[config.mk]
export PLATFORM = sky130hd
export DESIGN_NAME = rename_alloc_ctrl_flat
export DESIGN_NICKNAME = d
export VERILOG_FILES = /design/src/rtl/rename_alloc_if.sv /design/src/rtl/rename_alloc_ctrl.sv /design/src/flat_wrapper.sv
export SDC_FILE = /design/constraint.sdc
export NUM_CORES = 1
export LEC_CHECK = 0
export ABC_AREA = 0
export BUFFER_PORTS_ARGS = -buffer_cell sky130_fd_sc_hd__buf_2
export CAP_MARGIN = 40
export CELL_PAD_IN_SITES_DETAIL_PLACEMENT = 0
export CELL_PAD_IN_SITES_GLOBAL_PLACEMENT = 1
export CORE_MARGIN = 3
export CORE_UTILIZATION = 41
export CTS_CLUSTER_SIZE = 40
export DETAILED_ROUTE_END_ITERATION = 7
export HOLD_SLACK_MARGIN = 0.1
export PLACE_DENSITY_LB_ADDON = 0.1
export SYNTH_ARGS = -nofsm -noshare
export SYNTH_HDL_FRONTEND = slang
export SYNTH_SLANG_ARGS = --single-unit
[constraint.sdc]
create_clock -name clk -period 10.2 [get_ports clk]
set_input_delay 2.55 -clock clk [delete_from_list [all_inputs] [get_ports clk]]
set_output_delay 2.55 -clock clk [all_outputs]
set_load 0.005 [all_outputs]
[src/rtl/rename_alloc_if.sv]
// Rename-group / freelist / branch-resolution bundle for rename_alloc_ctrl.
// slave = allocation controller, master = surrounding pipeline (decode, freelist, branch unit).
interface rename_alloc_if #(
   parameter int NUM_PREGS              = 64,
   parameter int MAX_PREDICT_DEPTH_BITS = 3
);
   localparam int NFW = $clog2(NUM_PREGS) + 1;

   logic                              req_valid;
   logic [1:0]                        req_count;
   logic [1:0]                        req_is_branch;
   logic                              req_ready;
   logic [NFW-1:0]                    num_free;
   logic [1:0]                        num_pull;
   logic [MAX_PREDICT_DEPTH_BITS-1:0] branch_tag_1;
   logic [MAX_PREDICT_DEPTH_BITS-1:0] branch_tag_2;
   logic [MAX_PREDICT_DEPTH_BITS-1:0] new_tag_1;
   logic [MAX_PREDICT_DEPTH_BITS-1:0] new_tag_2;
   logic                              resolve_valid;
   logic [MAX_PREDICT_DEPTH_BITS-1:0] resolve_tag;
   logic                              resolve_mispredict;
   logic                              branch_shootdown;
   logic [MAX_PREDICT_DEPTH_BITS-1:0] shootdown_branch_tag;
   logic [MAX_PREDICT_DEPTH_BITS-1:0] spec_depth;

   modport slave (
      input  req_valid, req_count, req_is_branch, num_free,
             resolve_valid, resolve_tag, resolve_mispredict,
      output req_ready, num_pull, branch_tag_1, branch_tag_2, new_tag_1, new_tag_2,
             branch_shootdown, shootdown_branch_tag, spec_depth
   );

   modport master (
      output req_valid, req_count, req_is_branch, num_free,
             resolve_valid, resolve_tag, resolve_mispredict,
      input  req_ready, num_pull, branch_tag_1, branch_tag_2, new_tag_1, new_tag_2,
             branch_shootdown, shootdown_branch_tag, spec_depth
   );
endinterface

[src/rtl/rename_alloc_ctrl.sv]
// Rename allocation controller: gates rename groups on free pregs and branch tags,
// keeps the branch-tag stack, sequences mispredict shootdown. Stall counters under RENAME_STATS_EN.
//
// state | meaning
// RUN   | normal operation, groups may be accepted
// SHOOT | registered shootdown pulse to the freelist
// DRAIN | wait for the freelist's restored num_free
module rename_alloc_ctrl #(
   parameter int NUM_PREGS              = 64,
   parameter int MAX_PREDICT_DEPTH      = 4,
   parameter int MAX_PREDICT_DEPTH_BITS = 3
) (
   input  logic         clk,
   input  logic         reset,
   rename_alloc_if.slave bus
`ifdef RENAME_STATS_EN
   ,
   output logic [31:0]  stall_preg_cnt,
   output logic [31:0]  stall_tag_cnt,
   output logic [31:0]  stall_recover_cnt
`endif
);
   localparam int NFW = $clog2(NUM_PREGS) + 1;
   localparam int DB  = MAX_PREDICT_DEPTH_BITS;

   typedef logic [DB-1:0]  tag_t;
   typedef logic [DB:0]    tagw_t;
   typedef logic [NFW-1:0] nf_t;
   typedef enum logic [1:0] {RUN, SHOOT, DRAIN} state_t;

   state_t                         state;
   tag_t                           depth;
   tag_t                           shoot_tag;
   logic                           shoot;
   logic [MAX_PREDICT_DEPTH:1]     resolved;

   logic                           br0, br1, mp_raw, preg_ok, tag_ok, ready, fire, alloc;
   logic                           res_ok, mp_take;
   tagw_t                          need;
   tag_t                           depth_nx;
   logic [MAX_PREDICT_DEPTH:1]     res_nx;

   always_comb begin
      br0     = (bus.req_count != 2'd0) && bus.req_is_branch[0];
      br1     = (bus.req_count >= 2'd2) && bus.req_is_branch[1];
      mp_raw  = bus.resolve_valid && bus.resolve_mispredict;
      need    = tagw_t'(depth) + tagw_t'(br0) + tagw_t'(br1);
      preg_ok = bus.num_free >= nf_t'(bus.req_count);
      tag_ok  = need <= tagw_t'(MAX_PREDICT_DEPTH);
      ready   = !reset && (state == RUN) && !mp_raw && preg_ok && tag_ok;
      fire    = bus.req_valid && ready;
      alloc   = fire && (br0 || br1);
      // During recovery, tags above the restored depth belong to squashed branches
      res_ok  = bus.resolve_valid && (bus.resolve_tag != '0) &&
                ((state == RUN) || (bus.resolve_tag <= depth));
      mp_take = res_ok && bus.resolve_mispredict;

      res_nx   = resolved;
      depth_nx = depth;
      if (mp_take) begin
         depth_nx = bus.resolve_tag - 1'b1;
         for (int i = 1; i <= MAX_PREDICT_DEPTH; i++)
            if (tag_t'(i) >= bus.resolve_tag) res_nx[i] = 1'b0;
      end else begin
         if (res_ok)
            for (int i = 1; i <= MAX_PREDICT_DEPTH; i++)
               if (bus.resolve_tag == tag_t'(i)) res_nx[i] = 1'b1;
         if (fire) depth_nx = depth + tag_t'(br0) + tag_t'(br1);
         // Pop youngest resolved tags; descending scan makes the cascade single-cycle
         if (!alloc)
            for (int i = MAX_PREDICT_DEPTH; i >= 1; i--)
               if ((depth_nx == tag_t'(i)) && res_nx[i]) begin
                  res_nx[i] = 1'b0;
                  depth_nx  = depth_nx - 1'b1;
               end
      end
   end

   assign bus.req_ready            = ready;
   assign bus.num_pull             = fire ? bus.req_count : 2'd0;
   assign bus.branch_tag_1         = depth;
   assign bus.branch_tag_2         = depth + tag_t'(br0);
   assign bus.new_tag_1            = (fire && br0) ? depth + tag_t'(1) : '0;
   assign bus.new_tag_2            = (fire && br1) ? depth + tag_t'(1) + tag_t'(br0) : '0;
   assign bus.branch_shootdown     = shoot;
   assign bus.shootdown_branch_tag = shoot_tag;
   assign bus.spec_depth           = depth;

   always_ff @(posedge clk) begin
      if (reset) begin
         state     <= RUN;
         depth     <= '0;
         resolved  <= '0;
         shoot     <= 1'b0;
         shoot_tag <= '0;
      end else begin
         depth     <= depth_nx;
         resolved  <= res_nx;
         shoot     <= mp_take;
         shoot_tag <= mp_take ? bus.resolve_tag : '0;
         case (state)
            RUN:     state <= mp_take ? SHOOT : RUN;
            SHOOT:   state <= mp_take ? SHOOT : DRAIN;
            DRAIN:   state <= mp_take ? SHOOT : RUN;
            default: state <= RUN;
         endcase
      end
   end

`ifdef RENAME_STATS_EN
   logic run_idle;
   assign run_idle = (state == RUN) && !mp_raw && bus.req_valid;

   always_ff @(posedge clk) begin
      if (reset) begin
         stall_preg_cnt    <= '0;
         stall_tag_cnt     <= '0;
         stall_recover_cnt <= '0;
      end else begin
         if (run_idle && !preg_ok && (stall_preg_cnt != '1))
            stall_preg_cnt <= stall_preg_cnt + 32'd1;
         if (run_idle && !tag_ok && (stall_tag_cnt != '1))
            stall_tag_cnt <= stall_tag_cnt + 32'd1;
         if (((state != RUN) || mp_raw) && (stall_recover_cnt != '1))
            stall_recover_cnt <= stall_recover_cnt + 32'd1;
      end
   end
`endif
endmodule

[src/flat_wrapper.sv]
// flat-port wrapper written by rule: the top's interface ports become plain ports
module rename_alloc_ctrl_flat 
#(
   parameter int NUM_PREGS              = 64,
   parameter int MAX_PREDICT_DEPTH      = 4,
   parameter int MAX_PREDICT_DEPTH_BITS = 3
)
  (clk, reset, bus_req_valid, bus_req_count, bus_req_is_branch, bus_num_free, bus_resolve_valid, bus_resolve_tag, bus_resolve_mispredict, bus_req_ready, bus_num_pull, bus_branch_tag_1, bus_branch_tag_2, bus_new_tag_1, bus_new_tag_2, bus_branch_shootdown, bus_shootdown_branch_tag, bus_spec_depth);
  rename_alloc_if #(.NUM_PREGS(NUM_PREGS), .MAX_PREDICT_DEPTH_BITS(MAX_PREDICT_DEPTH_BITS)) bus_i ();
  input  logic clk;
  input  logic reset;
  input wire logic [$bits(bus_i.req_valid)-1:0] bus_req_valid;
  input wire logic [$bits(bus_i.req_count)-1:0] bus_req_count;
  input wire logic [$bits(bus_i.req_is_branch)-1:0] bus_req_is_branch;
  input wire logic [$bits(bus_i.num_free)-1:0] bus_num_free;
  input wire logic [$bits(bus_i.resolve_valid)-1:0] bus_resolve_valid;
  input wire logic [$bits(bus_i.resolve_tag)-1:0] bus_resolve_tag;
  input wire logic [$bits(bus_i.resolve_mispredict)-1:0] bus_resolve_mispredict;
  output wire logic [$bits(bus_i.req_ready)-1:0] bus_req_ready;
  output wire logic [$bits(bus_i.num_pull)-1:0] bus_num_pull;
  output wire logic [$bits(bus_i.branch_tag_1)-1:0] bus_branch_tag_1;
  output wire logic [$bits(bus_i.branch_tag_2)-1:0] bus_branch_tag_2;
  output wire logic [$bits(bus_i.new_tag_1)-1:0] bus_new_tag_1;
  output wire logic [$bits(bus_i.new_tag_2)-1:0] bus_new_tag_2;
  output wire logic [$bits(bus_i.branch_shootdown)-1:0] bus_branch_shootdown;
  output wire logic [$bits(bus_i.shootdown_branch_tag)-1:0] bus_shootdown_branch_tag;
  output wire logic [$bits(bus_i.spec_depth)-1:0] bus_spec_depth;
  assign bus_i.req_valid = bus_req_valid;
  assign bus_i.req_count = bus_req_count;
  assign bus_i.req_is_branch = bus_req_is_branch;
  assign bus_i.num_free = bus_num_free;
  assign bus_i.resolve_valid = bus_resolve_valid;
  assign bus_i.resolve_tag = bus_resolve_tag;
  assign bus_i.resolve_mispredict = bus_resolve_mispredict;
  assign bus_req_ready = bus_i.req_ready;
  assign bus_num_pull = bus_i.num_pull;
  assign bus_branch_tag_1 = bus_i.branch_tag_1;
  assign bus_branch_tag_2 = bus_i.branch_tag_2;
  assign bus_new_tag_1 = bus_i.new_tag_1;
  assign bus_new_tag_2 = bus_i.new_tag_2;
  assign bus_branch_shootdown = bus_i.branch_shootdown;
  assign bus_shootdown_branch_tag = bus_i.shootdown_branch_tag;
  assign bus_spec_depth = bus_i.spec_depth;
  rename_alloc_ctrl #(.NUM_PREGS(NUM_PREGS), .MAX_PREDICT_DEPTH(MAX_PREDICT_DEPTH), .MAX_PREDICT_DEPTH_BITS(MAX_PREDICT_DEPTH_BITS)) u_core (.clk(clk), .reset(reset), .bus(bus_i));
endmodule
==> results.toml, run 1 <==
[worst_hold_path]
hold_path_class = "reg2reg"
hp-start = "u_core.state[1]"

[logic_synthesis]
netlist_area_sq_um = 1436
syn-num-nets = 213
yosysSeqAreaShare_pct = 18.12
ys_types = 53
ys_warn_count = 0
ys_ff_latch = 13
yosysTopAreaCell = "ha_1"
postSynthCellCount = 170
synth_area_leaders = "ha_1 (20%), dfxtp_1 (18%), inv_1 (3.7%), nor2_1 (3.4%), nand2_1 (2.9%)"
synth_top_cell_area_share_pct = 20.03
avgSynthCellArea_sq_um = 8.449

[global_route]
grt_overflow = 0
antenna_found_initial = 0
grt_pass1_vias = 1298
grt_start_max_net_pins = 12
grt_pass1_wl_microns = 5851
grt_use_total_pct = 16.76

[timing]
max_freq_mhz = 126.7
hold_violations = 0
rsz0062_at_grt = "no"
drv_slew = 0
setup-tns-final_ps = 0
finalSetupViolations = 0
slew_headroom_pct = 46.30
fin_crit_ps = 7896
tightest_slew_ps = 801.2
skew_ps = 4.410
hold_slack_ps = 465.4
min_period_over_period_pct = 77.41

[worst_setup_path]
cp_max_fo = 11
crit_slowest_cell = "nor3_2"
critPathCaptureType = "flop"
critPathBufInv = 4
critPathTopFamily = "simple AND/OR/NAND/NOR gates"
crit_type = "in2reg"
setup.worst_path.start_class = "input pin"
cp.arrival_ps = 8060
startpoint = "bus_req_count[1]"
cpMostUsedCell = "ha_1"
cpPeakStageDelay_ps = 630
reg2reg_from = "u_core.bus.branch_tag_1[0]"
required_ps = 10360

[power]
powerDensity_nw_per_um2 = 103.9
cellLeakagePower_nw = 0.8295
peakVddDrop_v = 0.00003559

[status]
outcome = "finished, final reports clean"

[die]
chipHeight_microns = 65.19
core_sq_um = 3203
ios = 41
initial_core_util_pct = 44.84
fp-row-count = 20
dieWidth_microns = 65.19
dieArea_sq_um = 4250

[clock_network]
cts_tree = "yes"
cts_buffers = 3
cts.sinks = 13
post_cts_resized = 0
cts.path.max_buffers = 2
cts_max_level = 1
postCtsSetupRepairBufs = 0
clk_pin_slew_ps = 80
cts_hold_buffers = 0
cts-root-buf = "clkbuf_4"
clk_latency_ps = 270

[route]
drt_iter0_drc = 72
drtPass1Iterations = 4
ant_nets = 0
routed_wl_microns = 3454
wl_per_cell_microns = 13.76
viasPerCell = 5.514
drc_errors = 0
vias = 1384

[cells_and_area]
drive_gt1_share_pct = 26.57
final_cell_mix = "buf_2 (40), ha_1 (23), inv_1 (14), nor2_1 (13), dfxtp_1 (13)"
area_growth_pct = 16.38
fillers = 344
fin_util_pct = 52.19
mostFrequentLayoutCell = "buf_2"
final_nets = 251
multiInputGateArea_sq_um = 1074
seqCellArea_sq_um = 260.3
antenna_cells = 0

[place]
place_congestion = 0.8524
numPortBuffers = 40
dp_hpwl_microns = 2872

[job]
maxCapViolCount = 0
[logic make-up (layout without fill, tap and decap cells)]
kind of cell | count (synthesis) | count (layout) | share of synthesized area [%]
AND/OR/NAND/NOR | 61 | 61 | 22.91
adder cells (fa/ha/maj) | 24 | 24 | 21.43
AO/OA/AOI/OAI | 39 | 39 | 21.60
buffers and inverters | 22 | 59 | 7.142
XOR/XNOR | 7 | 7 | 4.791
flip-flops | 13 | 13 | 18.12
multiplexers | 4 | 4 | 4.007
[sequential cells by signal, indices dropped and copies added (netlist names)]
signal,flops
u_core.bus.branch_tag_1,3
u_core.bus.shootdown_branch_tag,3
u_core.resolved,4
u_core.state,2
u_core.bus.branch_shootdown,1
[final timing paths]
kind | slack (ps) | end | cells after the start
worst min register to register | 470 | u_core.state[1] | 1
worst max-delay path | 2300 | u_core.bus.branch_tag_1[1] | 27
worst min-delay path | 470 | u_core.state[1] | 1
worst max register to register | 4150 | u_core.bus.branch_tag_1[1] | 26
[area by class of cell]
| cell class | instances | share of cell area (%) |
|---|---|---|
| Sequential cell | 13 | 15.57 |
| Inverter | 15 | 3.368 |
| Clock buffer | 4 | 1.572 |
| Tap cell | 44 | 3.293 |
| Timing Repair Buffer | 40 | 11.98 |
| Multi-Input combinational cell | 135 | 64.22 |
[power by group]
part           leakage, nW  internal (mW)  switching, mW
sequential           0.106         0.0536        0.00430
combinational        0.709         0.0361         0.0483
clock               0.0150         0.0151         0.0163
total                0.829          0.105         0.0689
[worst reg2reg max path, cell delays in order, from the launching register on]
cell and delay (ps):
dfxtp_1 480, inv_1 190, fa_1 480, inv_1 70, ha_1 220, nor2b_1 140, o32ai_2 130, nor3_2 630
mux2i_4 450, inv_1 80, ha_1 200, ha_1 210, o21ai_1 300, mux2i_1 250, o21ai_1 120, inv_1 80
ha_1 180, nor2b_1 190, nor2b_1 300, nor2_1 110, a21oi_1 200, ha_1 170, o21ai_0 100, nor3_1 370
nand2b_1 110, nand3_1 90, o22ai_1 80
[stage by stage]
step / setup slack (ps) / power [mW] / area, sq um / instances
detailed placement: 2036 / 0.1432 / 1645 / 247
CTS: 2318 / 0.1754 / 1672 / 251
finish: 2304 / 0.1737 / 1672 / 251
global placement: 2268 / 0.1402 / 1645 / 247
global route: 1717 / 0.1899 / 1672 / 251
floorplan: 3110 / 0.1205 / 1436 / 170
[synth_stat cells, drive strengths merged]
cell type / n
a31o: 1
nand3: 4
and3: 5
a211o: 1
xnor2: 5
o22a: 1
o211a: 1
clkinv: 1
nand4b: 1
nor4: 3
dfxtp: 13
a41oi: 2
clkbuf: 2
xor2: 2
o2111a: 1
nor2b: 4
buf: 5
mux2i: 3
and2: 4
mux2: 1
ha: 23
a31oi: 2
a211oi: 3
inv: 14
a21oi: 5
nor2: 13
a2111oi: 1
o32ai: 1
o2111ai: 2
o211ai: 3
nor3: 8
o21ai: 10
nand2: 11
nor3b: 2
a21boi: 1
o22ai: 1
nand3b: 1
a32o: 1
fa: 1
nand2b: 4
o31ai: 1
a221oi: 1
or4: 1
[metal layers]
| layer | track usage (%) | routed length, microns | up-vias |
|---|---|---|---|
| met5 | 0 | 0 | - |
| met4 | 3.886 | 41 | 0 |
| met3 | 2.393 | 174 | 6 |
| met2 | 27.69 | 1517 | 40 |
| met1 | 22.96 | 1720 | 651 |
| li1 | - | - | 687 |
Power figures use the tool's default switching activity.
==> run 2, diff against run 1 <==
--- a/config.mk
+++ b/config.mk
@@ -11,7 +11,7 @@
 export CELL_PAD_IN_SITES_DETAIL_PLACEMENT = 0
 export CELL_PAD_IN_SITES_GLOBAL_PLACEMENT = 1
 export CORE_MARGIN = 3
-export CORE_UTILIZATION = 41
+export CORE_UTILIZATION = 34
 export CTS_CLUSTER_SIZE = 40
 export DETAILED_ROUTE_END_ITERATION = 7
 export HOLD_SLACK_MARGIN = 0.1
==> constraint.sdc (replaced) <==
create_clock -name clk -period 7.15 [get_ports clk]
set_input_delay 1.7875 -clock clk [delete_from_list [all_inputs] [get_ports clk]]
set_output_delay 1.7875 -clock clk [all_outputs]
set_load 0.005 [all_outputs]
==> results.toml, run 2 (synthesis results as in run 1) <==
[status]
outcome = "finished, final reports clean"

[route]
ant_nets = 0
maxUsedRoutingLayer = "met4"
routed_wl_microns = 3737
drtPass1Iterations = 4
wl_per_cell_microns = 14.60
route.met2.wl_microns = 1677
wl_met3_microns = 208
drt_iter0_drc = 76
viasPerCell = 5.402
drc_errors = 0
wirelength_met1_microns = 1775
vias = 1383

[cells_and_area]
area_growth_pct = 19.16
regMostFlops = "u_core.resolved"
final_area_sq_um = 1712
mostFrequentLayoutCell = "buf_2"
final_cell_mix = "buf_2 (40), ha_1 (23), inv_1 (14), nor2_1 (13), dfxtp_1 (13)"
fin_util_pct = 44.42
final_nets = 252
drive_gt1_share_pct = 27.88
antenna_cells = 0
largest_register_ffs = 4
fin_cells = 256

[timing]
min_period_over_period_pct = 92.22
max_freq_mhz = 151.7
drv_slew = 0
skew_ps = 5.831
tightest_slew_ps = 639.9
fin_ws_ps = 556.3
hold_slack_ps = 452.3
finalSetupViolations = 0
slew_headroom_pct = 57.29
rsz0062_at_grt = "no"
hold_violations = 0
fin_crit_ps = 6594
setup-tns-final_ps = 0

[worst_setup_path]
setup.worst_path.start_class = "input pin"
reg2reg_from = "u_core.bus.branch_tag_1[0]"
required_ps = 7310
crit_type = "in2reg"
rr_worst_depth = 24
cp_max_fo = 10
critPathCaptureType = "flop"
cp.arrival_ps = 6750
regToRegSetupSlack_ps = 1720
r2r-end = "u_core.bus.branch_tag_1[0]"

[global_route]
antenna_found_initial = 0
grt_pass1_vias = 1353
grt_overflow = 0
grt_pass1_wl_microns = 6141
grt_start_max_net_pins = 11
grt_use_total_pct = 14.86

[die]
initial_core_util_pct = 37.27
dieWidth_microns = 71.00
fp-row-count = 22
ios = 41
chipHeight_microns = 71.00
core_sq_um = 3854
dieArea_sq_um = 5040

[clock_network]
cts_max_level = 1
cts_tree = "yes"
clk_latency_ps = 250
cts.sinks = 13
cts.path.max_buffers = 2
cts-root-buf = "clkbuf_8"
cts_buffers = 3
clk_pin_slew_ps = 50

[worst_hold_path]
hold_path_class = "reg2reg"
min_to = "u_core.state[1]"
hp-start = "u_core.state[1]"
min_path_cells = 1

[place]
pre_cts_ws_ps = 73.88
numPortBuffers = 40
place_area_sq_um = 1658
dp_hpwl_microns = 3010
place_congestion = 0.8187
placed_cells = 252

[power]
cellLeakagePower_nw = 0.8433
p_total_mw = 0.2738
peakVddDrop_v = 0.00005419
powerDensity_nw_per_um2 = 159.9

[job]
maxCapViolCount = 0
## run 2: cell count changes in the layout (fill, tap and decap cells not counted), sizes merged
cell	previous run	this run
buf	40	41
## run 2: power by group
part	switching [mW]	internal [mW]	total [mW]
logic	0.0699	0.0521	0.122
registers	0.00619	0.0766	0.0828
clock network	0.0294	0.0395	0.0689
## run 2: worst max-delay path, cell delays in order
cell and delay (ps):
buf_2 110, o21ai_0 320, fa_1 290, inv_1 50, ha_1 270, nor2b_1 140, o32ai_2 130, nor3_2 250
buf_4 230, mux2i_2 330, ha_1 230, ha_1 240, nor2_1 110, a211oi_2 90, a31oi_2 250, ha_1 240
nor2b_1 180, nor2b_1 300, nor2_1 110, a21oi_1 200, ha_1 170, o21ai_0 120, nor3_2 260, nor3b_1 90
nor3_1 240
## run 2: worst max path at each step
stage	slack (ps)	start	endpoint	cells after the start
floorplan	820	bus_req_count[1]	u_core.bus.branch_tag_1[0]	25
global placement	230	bus_req_count[1]	u_core.bus.branch_tag_1[2]	26
detailed placement	70	bus_req_count[1]	u_core.bus.branch_tag_1[0]	25
CTS	270	bus_req_count[1]	u_core.bus.branch_tag_1[0]	26
global route	20	bus_req_count[1]	u_core.bus.branch_tag_1[0]	25
finish	560	bus_req_count[1]	u_core.bus.branch_tag_1[0]	25
## run 2: final cells by class
type / count / area [sq um]
well taps: 48 / 60.06
inverters: 15 / 56.30
flip-flops and latches: 13 / 260.3
multi-input cells: 135 / 1082
fillers: 414 / 2142
repair buffers: 41 / 207.7
clock buffers: 4 / 45.04
## run 2: metal layers
| layer | vias up | GRT usage (%) |
|---|---|---|
| met5 | - | 0 |
| met2 | 41 | 23.69 |
| met1 | 644 | 19.27 |
| li1 | 692 | - |
| met3 | 6 | 3.125 |
| met4 | 0 | 6.472 |
## run 2: timing repair
action                                  CTS  global route
hold buffers                              0             0
gates resized for setup                   0             2
endpoints found under the setup margin    0             3
buffers inserted                          0             0
